--- src/rtl/sm_controller.sv ---
`default_nettype none
// ============================================================================
// Module      : sm_controller
// Description : Instruction register, decoder and Moore sequencer driving the
//               16-bit datapath strobes one cycle per state.
// Revision    : 1.0 - initial release
// ============================================================================
module sm_controller (
    input  logic        clk,
    input  logic        reset,
    input  logic        s,
    input  logic        load,
    input  logic [15:0] in,
    output logic        w,
    output logic [2:0]  nsel,
    output logic [2:0]  readnum,
    output logic [2:0]  writenum,
    output logic        loada,
    output logic        loadb,
    output logic        loadc,
    output logic        loads,
    output logic        asel,
    output logic        bsel,
    output logic [1:0]  vsel,
    output logic        write,
    output logic [1:0]  ALUop,
    output logic [1:0]  shift,
    output logic [15:0] sximm8,
    output logic [15:0] sximm5
);

    typedef enum logic [2:0] {
        S_WAIT      = 3'd0,
        S_DECODE    = 3'd1,
        S_WRITE_IMM = 3'd2,
        S_GET_A     = 3'd3,
        S_GET_B     = 3'd4,
        S_COMPUTE   = 3'd5,
        S_WRITE_REG = 3'd6
    } state_t;

    localparam logic [2:0] c_nsel_none = 3'b000;
    localparam logic [2:0] c_nsel_rn   = 3'b100;
    localparam logic [2:0] c_nsel_rd   = 3'b010;
    localparam logic [2:0] c_nsel_rm   = 3'b001;
    localparam logic [1:0] c_vsel_c    = 2'b00;
    localparam logic [1:0] c_vsel_imm  = 2'b10;

    function automatic logic f_is_mov_imm(input logic [15:0] ir);
        return (ir[15:13] == 3'b110) && (ir[12:11] == 2'b10);
    endfunction

    function automatic logic f_is_mov_reg(input logic [15:0] ir);
        return (ir[15:13] == 3'b110) && (ir[12:11] == 2'b00);
    endfunction

    function automatic logic f_is_alu(input logic [15:0] ir);
        return ir[15:13] == 3'b101;
    endfunction

    state_t      r_state;
    logic [15:0] r_ir;
    logic        r_w;
    logic [2:0]  r_nsel;
    logic        r_loada, r_loadb, r_loadc, r_loads, r_asel, r_write;
    logic [1:0]  r_vsel, r_aluop;

    state_t      w_state_nxt;
    logic [15:0] w_ir_nxt;
    logic        w_idle_nxt;
    logic [2:0]  w_nsel_nxt;
    logic        w_loada_nxt, w_loadb_nxt, w_loadc_nxt, w_loads_nxt;
    logic        w_asel_nxt, w_write_nxt;
    logic [1:0]  w_vsel_nxt, w_aluop_nxt;
    logic [2:0]  w_regnum;

    always_comb begin
        w_state_nxt = r_state;
        w_ir_nxt    = r_ir;
        case (r_state)
            S_WAIT: begin
                if (load) w_ir_nxt = in;
                if (s)    w_state_nxt = S_DECODE;
            end
            S_DECODE: begin
                if (f_is_mov_imm(r_ir))
                    w_state_nxt = S_WRITE_IMM;
                else if (f_is_mov_reg(r_ir) || (f_is_alu(r_ir) && r_ir[12:11] == 2'b11))
                    w_state_nxt = S_GET_B;
                else if (f_is_alu(r_ir))
                    w_state_nxt = S_GET_A;
                else
                    w_state_nxt = S_WAIT;
            end
            S_WRITE_IMM: w_state_nxt = S_WAIT;
            S_GET_A:     w_state_nxt = S_GET_B;
            S_GET_B:     w_state_nxt = S_COMPUTE;
            S_COMPUTE: begin
                if (f_is_alu(r_ir) && r_ir[12:11] == 2'b01)
                    w_state_nxt = S_WAIT;
                else
                    w_state_nxt = S_WRITE_REG;
            end
            S_WRITE_REG: w_state_nxt = S_WAIT;
            default:     w_state_nxt = S_WAIT;
        endcase
    end

    // Strobes are decoded for the upcoming state so they can be registered
    // and still line up with the state they belong to.
    always_comb begin
        w_idle_nxt  = 1'b0;
        w_nsel_nxt  = c_nsel_none;
        w_loada_nxt = 1'b0;
        w_loadb_nxt = 1'b0;
        w_loadc_nxt = 1'b0;
        w_loads_nxt = 1'b0;
        w_asel_nxt  = 1'b0;
        w_vsel_nxt  = c_vsel_c;
        w_write_nxt = 1'b0;
        w_aluop_nxt = w_ir_nxt[12:11];
        case (w_state_nxt)
            S_WAIT:      w_idle_nxt = 1'b1;
            S_WRITE_IMM: begin
                w_nsel_nxt  = c_nsel_rn;
                w_vsel_nxt  = c_vsel_imm;
                w_write_nxt = 1'b1;
            end
            S_GET_A: begin
                w_nsel_nxt  = c_nsel_rn;
                w_loada_nxt = 1'b1;
            end
            S_GET_B: begin
                w_nsel_nxt  = c_nsel_rm;
                w_loadb_nxt = 1'b1;
            end
            S_COMPUTE: begin
                w_loadc_nxt = 1'b1;
                if (f_is_mov_reg(w_ir_nxt)) begin
                    w_aluop_nxt = 2'b00;
                    w_asel_nxt  = 1'b1;
                end
                if (f_is_alu(w_ir_nxt) && w_ir_nxt[12:11] == 2'b01)
                    w_loads_nxt = 1'b1;
            end
            S_WRITE_REG: begin
                w_nsel_nxt  = c_nsel_rd;
                w_write_nxt = 1'b1;
            end
            default: ;
        endcase
    end

    always_ff @(posedge clk or posedge reset) begin
        if (reset) begin
            r_state <= S_WAIT;
            r_ir    <= 16'h0000;
            r_w     <= 1'b1;
            r_nsel  <= c_nsel_none;
            r_loada <= 1'b0;
            r_loadb <= 1'b0;
            r_loadc <= 1'b0;
            r_loads <= 1'b0;
            r_asel  <= 1'b0;
            r_vsel  <= c_vsel_c;
            r_write <= 1'b0;
            r_aluop <= 2'b00;
        end else begin
            r_state <= w_state_nxt;
            r_ir    <= w_ir_nxt;
            r_w     <= w_idle_nxt;
            r_nsel  <= w_nsel_nxt;
            r_loada <= w_loada_nxt;
            r_loadb <= w_loadb_nxt;
            r_loadc <= w_loadc_nxt;
            r_loads <= w_loads_nxt;
            r_asel  <= w_asel_nxt;
            r_vsel  <= w_vsel_nxt;
            r_write <= w_write_nxt;
            r_aluop <= w_aluop_nxt;
        end
    end

    always_comb begin
        case (r_nsel)
            c_nsel_rn: w_regnum = r_ir[10:8];
            c_nsel_rd: w_regnum = r_ir[7:5];
            c_nsel_rm: w_regnum = r_ir[2:0];
            default:   w_regnum = 3'd0;
        endcase
    end

    assign w        = r_w;
    assign nsel     = r_nsel;
    assign readnum  = w_regnum;
    assign writenum = w_regnum;
    assign loada    = r_loada;
    assign loadb    = r_loadb;
    assign loadc    = r_loadc;
    assign loads    = r_loads;
    assign asel     = r_asel;
    assign bsel     = 1'b0;
    assign vsel     = r_vsel;
    assign write    = r_write;
    assign ALUop    = r_aluop;
    assign shift    = r_ir[4:3];
    assign sximm8   = {{8{r_ir[7]}}, r_ir[7:0]};
    assign sximm5   = {{11{r_ir[4]}}, r_ir[4:0]};

endmodule
`default_nettype wire

--- config.mk ---
export PLATFORM = sky130hd
export DESIGN_NAME = sm_controller
export DESIGN_NICKNAME = d
export VERILOG_FILES = /design/src/rtl/sm_controller.sv
export SDC_FILE = /design/constraint.sdc
export NUM_CORES = 1
export LEC_CHECK = 0
export ABC_AREA = 1
export BUFFER_PORTS_ARGS = -buffer_cell sky130_fd_sc_hd__buf_4
export CAP_MARGIN = 15
export CORE_UTILIZATION = 40
export DETAILED_ROUTE_END_ITERATION = 10
export PLACE_DENSITY = 0.78
export SYNTH_ARGS = -nofsm -noshare
export SYNTH_HDL_FRONTEND = slang
export SYNTH_SLANG_ARGS = --single-unit
--- constraint.sdc ---
create_clock -name clk -period 1.33 [get_ports clk]
set_input_delay 0.266 -clock clk [delete_from_list [all_inputs] [get_ports clk]]
set_output_delay 0.266 -clock clk [all_outputs]
set_load 0.01 [all_outputs]
==> metrics.md, run 1 <==
| Metric | Value |
|---|---|
| Net Sw Power | `roughly 2.2 mW` |
| Cells along the critical path | `inv_2 -> nand2_2 -> nor2_4 -> nand2_2 -> nand3_2 -> buf_4` |
| Core area | `just over 0.004 mm2` |
| DR DRC count | `0` |
| Num rows | `23` |
| DP Cell Count | `298` |
| CP top delay family | `flip-flops` |
| Startpoint Class | `flop` |
| Area Overhead vs Synth | `28.2%` |
| R2R Path Start | `r_state[1]$_DFF_PP0_` |
| Final Max Slew Viols | `0` |
| CTS Sinks | `32` |
| Internal power | `between 3 and 4 mW` |
| Comb pwr share | `between 50% and 60%` |
| Clock Power Share | `between 10% and 20%` |
| I/O pin count | `between 70 and 80` |
| Skew final | `~6.8 ps` |
| Final WL | `between 3000 and 4000 um` |
| Die ar. | `approximately 0.0047 mm2` |
| Port buffer count | `72` |
| Reg clk slew, reported paths | `~60 ps` |
| Hold_ws | `26.7 ps` |
| Reg2reg path depth | `6` |
| Syn avg cell area | `between 8 and 9 um2` |
| Crit path DAT | `between 1000 and 1500 ps` |
| Global-route wire length before repair | `around 5300 um` |
| Hold Fails Final Rpt | `0` |
| Share of flip-flops with an asynchronous set or reset | `100%` |
| Violated checks | `setup timing` |
| WS Path Type | `reg -> out` |
| Netlist Area Pre-Place | `roughly 0.0018 mm2` |
| First DRT Iteration DRCs | `46` |
| Die Y | `about 69 um` |
| Final non-filler cell area | `around 0.0023 mm2` |
| Num CTS Buffers | `5` |
| Post-layout util | `55.2%` |
| Starting Density | `around 43%` |
| CP dominant cell by count | `nand2_2` |
| Status | `finished with violations` |
| Final Cycle Share | `117%` |
| GRT Residual Overflow | `0` |
| CP peak stage delay | `between 400 and 500 ps` |
| Vias per Instance | `between 4 and 5` |
| Clock tree buffer depth | `2` |
| Max-cap viol count | `0` |
| Non-Filler Instances | `between 300 and 400` |
| Fin crit period | `approximately 1600 ps` |
| Post-CTS Hold Fix Bufs | `0` |
| Drt pass-1 iters | `4` |
| Final setup vio count | `6` |
| RSZ-0062 raised after global routing | `true` |
| F_max | `0.640 GHz` |
| Fin nets | `roughly 280` |
| Sequential power share | `between 30% and 40%` |
| Routability cong. | `roughly 0.8` |
| CTS tree | `built` |
| H-tree depth | `2` |
| Placed inst area | `approximately 0.0021 mm2` |
| Hold Crit Class | `in -> async` |
| Switch share | `a little over two fifths` |
| Syn Inst Count | `215` |
| Vias in the first global route | `between 1000 and 1500` |
| Sequential element share of the synthesized area | `between 40% and 50%` |
| Post-synth EDFFs | `0` |
| Maximum VDD drop | `around 1.1 mV` |
| Diodes inserted | `0` |
| Largest net degree at the start of global routing | `33` |
| Pre-CTS WS | `-8.49 ps` |
| Clock Latency Late Sink | `280 ps` |
| PD cells | `2350 mW/mm2` |
| Main synth FF type | `dfrtp_1` |
| Fraction of layout cells with a size suffix above 1 | `a little under half` |
| R2R Path End | `asel$_DFF_PP0_` |
| Worst-path fanout max | `3` |
| GRT Overall Usage | `~16%` |
| Leak | `1.29 nW` |
| Crit end category | `output port` |
| Flops & latches, synth | `32` |
| Horiz. Die Dim | `68.8 um` |
| Initial antenna violation count | `0` |
| CP bufs+invs | `2` |
| WL per Instance | `11.7 um` |
| Unique masters post-synth | `23` |
| Post-DP HPWL | `2620 um` |
| Via count | `around 1400` |
| Final WS setup | `-232 ps` |
| R2R setup slack | `roughly 90 ps` |
| CP Data Required Time | `roughly 1100 ps` |
| Synth Warn # | `0` |
| Root cell of the clock tree | `clkbuf_8` |
| Worst path slowest cell | `dfrtp_2` |
| Number of nets with antenna violations after routing | `0` |
[cell type report]
cell class / count / area, um2
clock buffer: 8 / 80.1
fill: 396 / 1860
inverter: 21 / 81.3
multi-input combinational: 122 / 639
sequential: 32 / 811
tap: 50 / 62.6
timing repair buffer: 77 / 614
[tightest hold or removal path, cell delays in order]
cell and delay [ps]:
buf_4 110, inv_1 80, buf_12 210
[power by group through the flow]
| stage | combinational, mW | sequential, mW | clock (mW) |
|---|---|---|---|
| detailed placement | 2.67 | 1.76 | 0 |
| global route | 3.21 | 1.87 | 0.745 |
| CTS | 2.74 | 1.76 | 0.707 |
| finish | 2.90 | 1.80 | 0.682 |
| global placement | 2.61 | 1.75 | 0 |
| floorplan | 2.18 | 1.74 | 0 |
[stage by stage]
step / total power [mW] / TNS [ps]
after floorplan: 3.91 / 0
after global placement: 4.36 / 0
after detailed placement: 4.44 / -27.8
after CTS: 5.20 / -1270
after global routing: 5.82 / -1870
final: 5.38 / -1360
[kinds of logic after synthesis]
logic type,Yosys count,share of synthesized area (%)
buf+inv,64,23.8
flops,32,44.9
other cells,1,0.210
simple gates,118,31.0
[how the worst max path moves through the flow]
stage,slack [ps],depth (start not counted),end,from
2_1_floorplan,4,4,writenum[0],nsel[0]$_DFF_PP0_
3_3_place_gp,30,5,asel$_DFF_PP0_,r_state[1]$_DFF_PP0_
3_5_place_dp,-8,4,readnum[1],nsel[1]$_DFF_PP0_
4_1_cts,-220,6,readnum[2],nsel[1]$_DFF_PP0_
5_1_grt,-310,4,writenum[1],nsel[2]$_DFF_PP0_
6_report,-230,6,writenum[1],nsel[1]$_DFF_PP0_
[cells in the mapped netlist, types with 2 or more instances]
master	instances	area [um2]
nand2_2	6	37.5
nand3_1	17	85.1
nand2_1	67	251
nand3b_1	2	15.0
nor3_2	2	20.0
buf_4	39	293
nor2_1	14	52.6
dfrtp_1	31	776
nor2_4	2	22.5
nand2_4	4	45.0
inv_1	18	67.6
nand4_1	2	12.5
[state kept, by name, indices dropped and copies added (netlist names)]
register	flops
loadb	1
vsel	1
loadc	1
write	1
r_ir	16
nsel	3
loada	1
loads	1
ALUop	2
asel	1
r_state	3
w	1
[layout by cell type (no fill, tap or decap), drive strengths merged]
master,n
buf,77
clkinv,1
nand3b,2
nor3,3
nand3,17
nand2,78
dfstp,1
nand4,2
nor2,17
nor3b,1
inv,20
dfrtp,31
conb,2
clkbuf,8
[what timing repair did]
action / in CTS / in global routing
pin swaps: 5 / 3
hold endpoints to repair: 0 / 0
gates resized for setup: 10 / 18
endpoints found under the setup margin: 21 / 22
cloned: 0 / 2
buffers inserted: 1 / 1
[routing by layer]
layer  vias to the layer above  GRT usage [%]  share of wire (%)
met5                         -              0                  0
met4                         0           5.36               0.96
met3                         3           4.61                6.7
met2                        54           28.3                 52
met1                       665           17.9                 40
li1                        701              -                  -
(Power assumes the default switching activity.)
==> run 2, diff against run 1 <==
Clock period 1.33 ns to 1.5 ns, I/O delays scaled along.
==> metrics.md, run 2 (synthesis gave the netlist of run 1 again) <==
| Metric | Value |
|---|---|
| Status | `finished with violations` |
| Violated checks | `setup timing` |
| CP Data Required Time | `approximately 1200 ps` |
| Final Cycle Share | `106%` |
| CTS Sinks | `32` |
| CP bufs+invs | `2` |
| Fin nets | `approximately 280` |
| PD cells | `2070 mW/mm2` |
| Hold Crit Class | `in -> async` |
| Final WL | `between 3000 and 4000 um` |
| Fin crit period | `1590 ps` |
| DR DRC count | `0` |
| Cells along the critical path | `inv_2 -> nand2_2 -> nor2_4 -> nand2_1 -> nand3_2 -> buf_4` |
| Post-DP HPWL | `about 2500 um` |
| Final WS setup | `-87.5 ps` |
| Reg2reg path depth | `6` |
| Pre-CTS WS | `~130 ps` |
| Commonest cells after routing, fill and taps aside | `72 x buf_4, 66 x nand2_1, 29 x dfrtp_1, 17 x inv_1, 14 x nand3_1` |
| Startpoint Class | `flop` |
| Hold_ws | `a little under 100 ps` |
| Top reg by flops | `r_ir` |
| Number of nets with antenna violations after routing | `0` |
| Clock Power Share | `14.6%` |
| Starting Density | `43.1%` |
| Vias in the first global route | `roughly 1200` |
| Routability cong. | `~0.81` |
| Internal power | `2.70 mW` |
| Vias per Instance | `4.37` |
| Fraction of layout cells with a size suffix above 1 | `a little over two fifths` |
| Diodes inserted | `0` |
| Initial antenna violation count | `0` |
| WS Path Type | `reg -> out` |
| Num rows | `23` |
| Sequential power share | `approximately a third` |
| Switch share | `just over 40%` |
| Die Y | `between 60 and 70 um` |
| Drt pass-1 iters | `4` |
| GRT Overall Usage | `about 15%` |
| Horiz. Die Dim | `68.8 um` |
| GRT Residual Overflow | `0` |
| WL per Instance | `between 10 and 15 um` |
| R2R Path End | `asel$_DFF_PP0_` |
| Worst-path fanout max | `3` |
| Comb pwr share | `between 50% and 60%` |
| Final setup vio count | `6` |
| CP peak stage delay | `420 ps` |
| Crit path DAT | `between 1000 and 1500 ps` |
| Maximum VDD drop | `around 0.9 mV` |
| Clock Latency Late Sink | `280 ps` |
| DP Cell Count | `slightly below 300` |
| Global-route wire length before repair | `5160 um` |
| Leading cell type in the layout, fill and taps excluded | `buf_4` |
| R2R Path Start | `r_state[2]$_DFF_PP0_` |
| Port buffer count | `between 70 and 80` |
| First DRT Iteration DRCs | `51` |
| H-tree depth | `2` |
| CTS tree | `built` |
| Reg clk slew, reported paths | `roughly 70 ps` |
| Net Sw Power | `~1.9 mW` |
| Root cell of the clock tree | `clkbuf_8` |
| F_max | `about 0.63 GHz` |
| Final Max Slew Viols | `0` |
| Clock tree buffer depth | `2` |
| CP top delay family | `flip-flops` |
| Non-Filler Instances | `slightly above 300` |
| Core area | `between 0.004 and 0.005 mm2` |
| Area Overhead vs Synth | `25.3%` |
| I/O pin count | `between 70 and 80` |
| Skew final | `a little under 6 ps` |
| Max FFs per register | `16` |
| Max-cap viol count | `0` |
| Leak | `1.28 nW` |
| R2R setup slack | `approximately 180 ps` |
| RSZ-0062 raised after global routing | `true` |
| Hold Fails Final Rpt | `0` |
| Largest net degree at the start of global routing | `33` |
| Die ar. | `0.00473 mm2` |
| Num CTS Buffers | `5` |
| Worst path slowest cell | `dfrtp_1` |
| Via count | `approximately 1300` |
| Crit end category | `output port` |
| Post-CTS Hold Fix Bufs | `0` |
run 2: cell count changes in the layout (fill, tap and decap cells not counted), moves of 2 or more:
| cell | change |
|---|---|
| nor2_2 | -2 |
| nor2_1 | +2 |
| clkbuf_1 | -2 |
| dfrtp_2 | -5 |
| nand2_1 | +3 |
| dfrtp_1 | +5 |
| nand2_2 | -4 |
| buf_12 | -2 |
run 2: worst max path at each step:
stage	depth (start not counted)	to	startpoint
final	6	readnum[2]	nsel[1]$_DFF_PP0_
after global routing	6	readnum[2]	nsel[1]$_DFF_PP0_
after global placement	4	readnum[0]	nsel[1]$_DFF_PP0_
after CTS	4	writenum[2]	nsel[0]$_DFF_PP0_
after detailed placement	4	writenum[2]	nsel[0]$_DFF_PP0_
after floorplan	4	writenum[0]	nsel[0]$_DFF_PP0_
run 2: power by group through the flow:
stage	Sequential [mW]	Combinational (mW)	Clock, mW
3_3_place_gp	1.58	2.26	0
6_report	1.59	2.36	0.677
3_5_place_dp	1.59	2.31	0
5_1_grt	1.67	2.66	0.725
4_1_cts	1.59	2.36	0.698
2_1_floorplan	1.54	1.93	0
run 2: worst reg2reg max path, stage by stage, from the launching register on:
cell	delay, ps
dfrtp_1	420
nor2_4	230
nand2_4	210
nand2_1	110
nand2_1	100
nand2_4	100
nor3_2	50
run 2: metal layers:
| layer | track usage, % | up-vias | part of all wire [%] |
|---|---|---|---|
| li1 | - | 690 | - |
| met2 | 27.5 | 53 | 52 |
| met5 | 0 | - | 0 |
| met4 | 6.89 | 0 | 1.5 |
| met1 | 17.2 | 593 | 40 |
| met3 | 3.45 | 5 | 6.5 |
run 2: cell type report:
cell class | count | area, um2
clock inverters | 1 | 7.51
flip-flops and latches | 32 | 805
inverters | 21 | 81.3
repair buffers | 76 | 586
well taps | 50 | 62.6
clock buffers | 7 | 86.3
multi-input cells | 120 | 609
fillers | 394 | 1910
run 2: timing repair:
item,4_1_cts,5_1_grt
setup endpoints to repair,6,6
setup buffers,0,2
resized for setup,12,5
pin swaps,4,3
run 2: stage by stage:
step                      power (mW)  cell area [um2]  TNS [ps]  utilization [%]
after floorplan                 3.47             1790         0                -
after global placement          3.84             2060         0             49.8
after detailed placement        3.91             2060         0             49.8
after CTS                       4.65             2200      -374             53.1
after global routing            5.05             2240      -958             54.0
final                           4.62             2240      -438             54.0
